## src/rtl/dm_pkg.sv

```systemverilog
// Shared types and width helpers for the dot-matrix cursor controller.
// Key vectors are packed {up, right, down, left}.
package dm_pkg;

    typedef enum logic {
        DM_OFF = 1'b0,
        DM_RUN = 1'b1
    } dm_state_t;

    typedef enum logic [2:0] {
        DIR_NONE  = 3'd0,
        DIR_UP    = 3'd1,
        DIR_RIGHT = 3'd2,
        DIR_DOWN  = 3'd3,
        DIR_LEFT  = 3'd4
    } dm_dir_t;

    localparam logic [3:0] KEY_UP    = 4'b1000;
    localparam logic [3:0] KEY_RIGHT = 4'b0100;
    localparam logic [3:0] KEY_DOWN  = 4'b0010;
    localparam logic [3:0] KEY_LEFT  = 4'b0001;

    // Width of a counter or index spanning n values, never narrower than one bit.
    function automatic int dm_width(input int n);
        return (n > 1) ? $clog2(n) : 1;
    endfunction

endpackage

```

## src/rtl/dm_key_repeat.sv

```systemverilog
// Key history, single-key press detection and held-key auto-repeat.
// o_move is a one-cycle strobe; o_dir names the key that caused it.
module dm_key_repeat
    import dm_pkg::*;
#(
    parameter int REPEAT_CYCLES = 0
) (
    input  logic      clk,
    input  logic      rst,
    input  logic      i_en,
    input  logic [3:0] i_keys,
    output logic      o_move,
    output dm_dir_t   o_dir
);

    localparam int CNTW = dm_width(REPEAT_CYCLES);
    localparam logic [CNTW-1:0] CNT_LAST =
        (REPEAT_CYCLES > 0) ? CNTW'(REPEAT_CYCLES - 1) : '0;

    logic [3:0]      r_keys_prev;
    logic [3:0]      r_held;
    logic            r_armed;
    logic [CNTW-1:0] r_cnt;

    logic    w_single;
    logic    w_press;
    logic    w_hold;
    logic    w_tick;
    dm_dir_t w_dir;

    assign w_single = (i_keys != 4'd0) && ((i_keys & (i_keys - 4'd1)) == 4'd0);
    assign w_press  = w_single && ((i_keys & ~r_keys_prev) != 4'd0);
    // Repeat only continues a hold that began with a real press while enabled.
    assign w_hold   = w_single && r_armed && (i_keys == r_held);
    assign w_tick   = (REPEAT_CYCLES > 0) && w_hold && (r_cnt == CNT_LAST);

    always_comb begin
        w_dir = DIR_NONE;
        case (i_keys)
            KEY_UP:    w_dir = DIR_UP;
            KEY_RIGHT: w_dir = DIR_RIGHT;
            KEY_DOWN:  w_dir = DIR_DOWN;
            KEY_LEFT:  w_dir = DIR_LEFT;
            default:   w_dir = DIR_NONE;
        endcase
    end

    assign o_move = i_en && (w_press || w_tick);
    assign o_dir  = o_move ? w_dir : DIR_NONE;

    always_ff @(posedge clk) begin
        if (rst) begin
            r_keys_prev <= 4'd0;
            r_held      <= 4'd0;
            r_armed     <= 1'b0;
            r_cnt       <= '0;
        end else begin
            r_keys_prev <= i_keys;
            if (!i_en) begin
                r_armed <= 1'b0;
                r_cnt   <= '0;
            end else if (w_press) begin
                r_armed <= 1'b1;
                r_held  <= i_keys;
                r_cnt   <= '0;
            end else if (w_hold) begin
                r_cnt <= w_tick ? '0 : r_cnt + CNTW'(1);
            end else begin
                r_armed <= 1'b0;
                r_cnt   <= '0;
            end
        end
    end

endmodule

```

## src/rtl/dot_matrix_cursor.sv

```systemverilog
// Cursor controller for a ROWS x COLS dot matrix: power FSM, wrapping cursor,
// trail memory and registered mat encoder. mat bit r*COLS+c is row r, column c.
module dot_matrix_cursor
    import dm_pkg::*;
#(
    parameter int ROWS          = 4,
    parameter int COLS          = 4,
    parameter int REPEAT_CYCLES = 0,
    localparam int RW           = dm_width(ROWS),
    localparam int CLW          = dm_width(COLS),
    localparam int NCELL        = ROWS * COLS
) (
    input  logic             clk,
    input  logic             rst,
    input  logic             power,
    input  logic             up,
    input  logic             right,
    input  logic             down,
    input  logic             left,
    input  logic             trail,
    input  logic             clear,
    output logic [NCELL-1:0] mat,
    output logic [RW-1:0]    row,
    output logic [CLW-1:0]   col,
    output dm_state_t        o_dbg_state
);

    localparam logic [NCELL-1:0] CELL0 = NCELL'(1);

    dm_state_t        r_state;
    logic [RW-1:0]    r_row;
    logic [CLW-1:0]   r_col;
    logic [NCELL-1:0] r_mem;
    logic             r_started;
    logic [NCELL-1:0] r_mat;

    dm_state_t        w_state_next;
    logic [RW-1:0]    w_row_next;
    logic [CLW-1:0]   w_col_next;
    logic [NCELL-1:0] w_mem_next;
    logic             w_started_next;
    logic [NCELL-1:0] w_mat_next;
    logic [NCELL-1:0] w_cell;
    logic             w_step;
    logic             w_en;
    logic             w_move;
    dm_dir_t          w_dir;

    assign w_en = (r_state == DM_RUN) && power;

    dm_key_repeat #(
        .REPEAT_CYCLES(REPEAT_CYCLES)
    ) u_keys (
        .clk    (clk),
        .rst    (rst),
        .i_en   (w_en),
        .i_keys ({up, right, down, left}),
        .o_move (w_move),
        .o_dir  (w_dir)
    );

    // A clear on the same edge as a move wins and the move is dropped.
    assign w_step = w_move && !clear;

    always_comb begin
        w_state_next   = r_state;
        w_row_next     = r_row;
        w_col_next     = r_col;
        w_mem_next     = r_mem;
        w_started_next = r_started;
        w_cell         = '0;
        w_mat_next     = '0;

        case (r_state)
            DM_OFF:  if (power) w_state_next = DM_RUN;
            DM_RUN:  if (!power) w_state_next = DM_OFF;
            default: w_state_next = DM_OFF;
        endcase

        if (!power) begin
            w_row_next     = '0;
            w_col_next     = '0;
            w_mem_next     = '0;
            w_started_next = 1'b0;
        end else begin
            if (w_step) begin
                case (w_dir)
                    DIR_UP:    w_row_next = (r_row == '0) ? RW'(ROWS - 1) : r_row - RW'(1);
                    DIR_DOWN:  w_row_next = (r_row == RW'(ROWS - 1)) ? '0 : r_row + RW'(1);
                    DIR_LEFT:  w_col_next = (r_col == '0) ? CLW'(COLS - 1) : r_col - CLW'(1);
                    DIR_RIGHT: w_col_next = (r_col == CLW'(COLS - 1)) ? '0 : r_col + CLW'(1);
                    default:   ;
                endcase
            end
            w_cell = CELL0 << (int'(w_row_next) * COLS + int'(w_col_next));
            // The first trail-enabled cycle marks the cell the cursor is sitting on.
            if (clear)
                w_mem_next = '0;
            else if (trail && (w_step || !r_started))
                w_mem_next = r_mem | w_cell;
            w_started_next = r_started | trail;
            w_mat_next     = w_cell | (trail ? w_mem_next : '0);
        end
    end

    always_ff @(posedge clk) begin
        if (rst) begin
            r_state   <= DM_OFF;
            r_row     <= '0;
            r_col     <= '0;
            r_mem     <= '0;
            r_started <= 1'b0;
            r_mat     <= '0;
        end else begin
            r_state   <= w_state_next;
            r_row     <= w_row_next;
            r_col     <= w_col_next;
            r_mem     <= w_mem_next;
            r_started <= w_started_next;
            r_mat     <= w_mat_next;
        end
    end

    assign mat         = r_mat;
    assign row         = r_row;
    assign col         = r_col;
    assign o_dbg_state = r_state;

endmodule

```

## config.mk

```make
export PLATFORM = sky130hd
export DESIGN_NAME = dot_matrix_cursor
export DESIGN_NICKNAME = d
export VERILOG_FILES = /design/src/rtl/dm_pkg.sv /design/src/rtl/dm_key_repeat.sv /design/src/rtl/dot_matrix_cursor.sv
export SDC_FILE = /design/constraint.sdc
export NUM_CORES = 1
export LEC_CHECK = 0
export ABC_AREA = 1
export BUFFER_PORTS_ARGS = -buffer_cell sky130_fd_sc_hd__buf_2
export CORE_MARGIN = 5
export CORE_UTILIZATION = 63
export CTS_BUF_LIST = sky130_fd_sc_hd__clkbuf_2 sky130_fd_sc_hd__clkbuf_4 sky130_fd_sc_hd__clkbuf_8
export CTS_CLUSTER_DIAMETER = 50
export DETAILED_ROUTE_END_ITERATION = 6
export GPL_TIMING_DRIVEN = 0
export PLACE_DENSITY = 0.87
export RECOVER_POWER = 25
export SLEW_MARGIN = 20
export SYNTH_ARGS = -nofsm -noshare
export SYNTH_HDL_FRONTEND = slang
export SYNTH_SLANG_ARGS = --single-unit
```

## constraint.sdc

```tcl
create_clock -name clk -period 3.6 [get_ports clk]
set_input_delay 0.18 -clock clk [delete_from_list [all_inputs] [get_ports clk]]
set_output_delay 0.18 -clock clk [all_outputs]
set_load 0.01 [all_outputs]
```

# Word level (Yosys, flattened, before mapping)
# Index checks and enable logic that the tools add are counted.
# classes
n_reduce_logical	15
mux	17
bitwise	7
n_shift	1
n_eq_ne	10
add_sub_neg	6
# op_table
op	count
two-way mux 16 bit	4
bitwise OR 16 bit	2
two-way mux 2 bit	8
left shift 1 x 5 -> 16 bit, first input constant	1
case mux 3 bit (4 select lines)	1
bitwise AND 4 bit	2
case mux 2 bit (2 select lines)	2
nonzero test 4 bit	2
== test 3 x 2 -> 1 bit, second input constant	2
logical AND 1 bit	6
adder 4 x 2 -> 5 bit	1
adder 2 x 1 -> 2 bit, second input constant	2
== test 2 bit, second input constant	2
== test 4 x 1 -> 1 bit, second input constant	1
== test 4 x 2 -> 1 bit, second input constant	1
== test 4 x 3 -> 1 bit, second input constant	1
== test 4 bit, second input constant	1
logical NOT 2 bit	2
logical NOT 4 bit	1
NOT 4 bit	1
subtractor 2 x 1 -> 2 bit, second input constant	2
subtractor 4 x 1 -> 4 bit, second input constant	1
== test 3 x 1 -> 1 bit, second input constant	1
== test 3 bit, second input constant	1
other kinds (7)	8
# word_totals
output_inout_bits	21
elab_cells	63
regBits	42
inputBits	9

# Logic depth before layout (Yosys ltp)
# depth
depth_word	19
mapped_depth	17
ltp_nobuf	17

# Hierarchy
# A second synthesis with hierarchy kept.
# hier_totals
hier_cells	282
area_unflattened_um2	2048.2
# by_module_without_submodules
module	cells_per_inst	area_each_um2	seq_area_each_um2	instances
dot_matrix_cursor	239	1798.0	760.7	1
dm_key_repeat	43	250.2	80.1	1

# Worst setup path after synthesis
# Ideal clock, no wire load.
# synth_path
kind	register -> register
from	register r_col[0], in the netlist col[0]
to	register r_mat[6], in the netlist mat[6]
required_time_ns	3.541
n_path_buf	0
arrival_ns	1.705
synth_period_minus_slack_ns	1.764
setup_ns	0.059
stages_incl_launch_ff	15
setup_slack_ns	1.836
cell_sequence	dfxtp_1 > inv_1 > ha_1 > or2_2 > nand3_1 > nand2_1 > nand2_1 > nand2_2 > inv_2 > nand2_2 > nor2_4 > nand3_2 > nand2_1 > nand3_1 > nand2_1
# synth_between
elab_chain_len	13
elab_cells_between_ends	17
classes_between	add/sub (3); eq/ne (1); shift (1); mux (9); bitwise (2); reduce/logical (1)
# synth_rtl
item	line	rtl
start, declared	dot_matrix_cursor.sv:32	logic [CLW-1:0] r_col;
start signal, assigned	dot_matrix_cursor.sv:117	r_col <= w_col_next;
adder 2 x 1 -> 2 bit (tied with other cells)	dot_matrix_cursor.sv:91	DIR_RIGHT: w_col_next = (r_col == CLW'(COLS - 1)) ? '0 : r_col + CLW'(1);
two-way mux 2 bit, on equally long branches	dot_matrix_cursor.sv:91, dot_matrix_cursor.sv:90	
case mux 2 bit (2 select lines)	dot_matrix_cursor.sv:87	case (w_dir)
two-way mux 2 bit (*)	dot_matrix_cursor.sv:86	if (w_step) begin
two-way mux 2 bit (*)	dot_matrix_cursor.sv:80	if (!power) begin
adder 4 x 2 -> 5 bit (*)	dot_matrix_cursor.sv:95	w_cell = CELL0 << (int'(w_row_next) * COLS + int'(w_col_next));
left shift 1 x 5 -> 16 bit (*)	dot_matrix_cursor.sv:95	
bitwise OR 16 bit	dot_matrix_cursor.sv:100	w_mem_next = r_mem | w_cell;
two-way mux 16 bit	dot_matrix_cursor.sv:99	else if (trail && (w_step || !r_started))
two-way mux 16 bit	dot_matrix_cursor.sv:97	if (clear)
two-way mux 16 bit	dot_matrix_cursor.sv:80	
two-way mux 16 bit	dot_matrix_cursor.sv:102	w_mat_next = w_cell | (trail ? w_mem_next : '0);
bitwise OR 16 bit (*)	dot_matrix_cursor.sv:102	
end signal, assigned	dot_matrix_cursor.sv:120	r_mat <= w_mat_next;
end, declared	dot_matrix_cursor.sv:35	logic [NCELL-1:0] r_mat;
# Every way passes the cells marked *; elsewhere a longest branch is shown, timed or not. The select of a mux whose other input is x is not followed.
# A chain may end at the register's enable or synchronous reset.

# Worst setup path after layout
# layout_path
from	register r_state, in the netlist o_dbg_state
to	register r_mat[4], in the netlist mat[4]
# layout_between
elab_chain_len	15
elab_cells_between_ends	24
classes_between	add/sub (1); eq/ne (4); shift (1); mux (11); bitwise (2); reduce/logical (5)
# layout_rtl
item	line	rtl
start, declared	dot_matrix_cursor.sv:30	dm_state_t r_state;
start signal, assigned	dot_matrix_cursor.sv:115	r_state <= w_state_next;
logical AND 1 bit (*)	dot_matrix_cursor.sv:49	assign w_en = (r_state == DM_RUN) && power;
logical AND 1 bit (*)	dm_key_repeat.sv:48	assign o_move = i_en && (w_press || w_tick);
two-way mux 3 bit	dm_key_repeat.sv:49	assign o_dir = o_move ? w_dir : DIR_NONE;
== test 3 x 2 -> 1 bit (tied with other cells)	dot_matrix_cursor.sv:87	
case mux 2 bit (2 select lines)	dot_matrix_cursor.sv:87	
two-way mux 2 bit	dot_matrix_cursor.sv:86	
two-way mux 2 bit	dot_matrix_cursor.sv:80	
adder 4 x 2 -> 5 bit	dot_matrix_cursor.sv:95	
left shift 1 x 5 -> 16 bit	dot_matrix_cursor.sv:95	
bitwise OR 16 bit	dot_matrix_cursor.sv:100	
two-way mux 16 bit	dot_matrix_cursor.sv:99	
two-way mux 16 bit	dot_matrix_cursor.sv:97	
two-way mux 16 bit	dot_matrix_cursor.sv:80	
two-way mux 16 bit	dot_matrix_cursor.sv:102	
bitwise OR 16 bit (*)	dot_matrix_cursor.sv:102	
# Marked as above.

==> flow_summary.toml <==
[status]
outcome = "complete, no violations"

[yosys]
synth_warnings = 0
synth.area.top_cells = "dfxtp_1, nand2_1, nand3_1"
synth_area_leader_cell = "dfxtp_1"
yosys.cell_types.count = 24
synth-seq-cells = 42
avgSynthCellArea_um2 = 7.17
netlist_area_mm2 = 0.00208
netlist_instances = 290
synth_top_area_share_pct = 40.4
synth_fp_nets = 303
yosysSeqAreaShare_pct = 40.4

[power_and_ir_drop]
vdd_ir_drop_max_mv = 0.279
power.leakage_nw = 1.13
power.density_mw_per_mm2 = 325
total_power_w = 0.000754

[placed_design]
routabilityCongestion = 0.879
dpl_cell_area_mm2 = 0.00228
place_hpwl_um = 3320
io_buffer_count = 28
place_inst = 362

[route]
drt_iter0_markers = 163
wl_um = 4300
wl_per_cell_um = 11.6
final_antenna_net_count = 0
vias = 1887
drc = 0
drt_pre_antenna_iters = 4
post_drt_via_cell_ratio = 5.10

[cts]
ctsResizeCount = 0
post_cts_buffers = 0
ctsHtreeMaxLevel = 2
postCtsHoldBufs = 0
tritoncts = "yes"
clockBufferDepth = 2
cts_buffers = 5
root_buffer = "clkbuf_4"
clk_latency_ns = 0.35
clock_sinks = 42
cts.clk_slew.worst_paths_ns = 0.11

[grt]
grt_max_degree = 14
grt_antenna_before_repair = 0
overflow = 0
grt.total_usage_pct = 21.7
grt_pass1_wl_um = 7430
grt_pass1_vias = 1818

[sta]
slew_violations = 0
slew-limit-headroom_pct = 67.5
rsz0062_at_grt = "false"
period_needed_ns = 2.02
setup_viol = 0
fin_crit_sh_pct = 56.0
holdWs_ns = 0.0974
skew_ns = 0.00736
worstMarginPinSlew_ns = 0.488
hold_violations = 0
tns_ns = 0
fmax_ghz = 0.496

[floorplanning]
initial_utilization_pct = 67.1
die_width_um = 67.5
coreArea_mm2 = 0.00310
dieArea_mm2 = 0.00455
die_y_um = 67.5
io_pins = 30
rows = 20

[final_layout]
fin_cells = 370
diodes = 0
layout_common_cells = "nand2_1, dfxtp_1, nand3_1, inv_1, nor2_1"
postLayoutCellArea_mm2 = 0.00232
mostFrequentLayoutCell = "nand2_1"
drive_gt1_share_pct = 19.3
area_delta_synth_final_pct = 11.4
final_nets = 338

[worst_setup_path]
worstPathRequired_ns = 3.85
worst_setup_path_start_kind = "flip-flop"
arrival_ns = 2.27
crit_path_end_kind = "flip-flop"
cp_max_fo = 10
path_class = "reg -> reg"

[min_path]
hold_path.class = "in -> reg"

[run]
drv_cap = 0
==> sequential cells by signal, indices dropped and copies added (netlist names) <==
name	count
mat	16
r_started	1
r_mem	16
u_keys.r_keys_prev	4
row	2
o_dbg_state	1
col	2
==> layer usage <==
layer  share of wire [%]  up-vias  track usage [%]
li1                    -      986                -
met1                  42      828             24.7
met2                  49       61             36.8
met3                 6.7       12             5.99
met4                 2.4        0             11.1
met5                   0        -                0
==> final cells by class <==
| class | count | area (um^2) |
|---|---|---|
| Buffer | 9 | 56.3 |
| Clock buffer | 6 | 45.0 |
| Clock inverter | 2 | 13.8 |
| Fill cell | 271 | 786 |
| Inverter | 39 | 146 |
| Multi-Input combinational cell | 200 | 1040 |
| Sequential cell | 42 | 841 |
| Tap cell | 44 | 55.1 |
| Timing Repair Buffer | 28 | 123 |
==> where the power goes <==
part	switching, W	leakage [nW]	internal, W
Sequential	0.00000151	0.340	0.000469
Combinational	0.0000391	0.752	0.0000142
Clock	0.000146	0.0356	0.0000842
==> critical path, stage by stage (launching register included) <==
cell and delay (ns):
dfxtp_1 0.33, nand2_1 0.05, inv_1 0.09, nand3_1 0.15, inv_1 0.11, nand2_1 0.08
nor2_4 0.12, nand3_1 0.11, nand3b_1 0.19, nand2_2 0.10, buf_6 0.16, inv_1 0.08
nand4_1 0.11, nand2_1 0.09, nand3_1 0.08, nand2_1 0.07
==> final timing paths <==
| kind | depth (start not counted) | startpoint | to | slack, ns |
|---|---|---|---|---|
| setup / recovery | 15 | o_dbg_state | mat[4] | 1.58 |
| hold reg to reg | 2 | r_mem[5] | r_mem[5] | 0.46 |
| hold / removal | 2 | rst | u_keys.r_keys_prev[1] | 0.1 |
| setup reg to reg | 15 | o_dbg_state | mat[4] | 1.58 |
==> synth_stat cells <==
| library cell | instances |
|---|---|
| buf_4 | 1 |
| nor3_1 | 1 |
| nor2_2 | 7 |
| o21bai_2 | 5 |
| nor2_1 | 24 |
| inv_2 | 4 |
| nand2_2 | 8 |
| clkbuf_2 | 1 |
| inv_1 | 35 |
| or2_2 | 2 |
| buf_2 | 2 |
| a21oi_1 | 11 |
| ha_1 | 4 |
| dfxtp_1 | 42 |
| nand3_1 | 37 |
| nand3b_1 | 1 |
| nand3_2 | 3 |
| nand2_4 | 1 |
| nor2_4 | 4 |
| nand4_1 | 14 |
| clkbuf_1 | 3 |
| a21boi_4 | 1 |
| nand2_1 | 77 |
| buf_6 | 2 |
==> metrics by stage <==
stage / setup slack [ns] / util, %
global route: 1.44 / 74.7
finish: 1.58 / 74.7
CTS: 1.61 / 75.2
detailed placement: 1.61 / 73.3
floorplan: 1.84 / -
global placement: 1.67 / 73.3
==> logic make-up (layout without fill, tap and decap cells) <==
logic type | after synthesis | after routing | synth area share [%]
AO/OA/AOI/OAI | 17 | 17 | 6.25
adder cells (fa/ha/maj) | 4 | 4 | 2.41
flip-flops | 42 | 42 | 40.4
AND/OR/NAND/NOR | 179 | 179 | 41.2
buffers and inverters | 48 | 84 | 9.74
No activity file was read; power rests on OpenSTA's default activity.
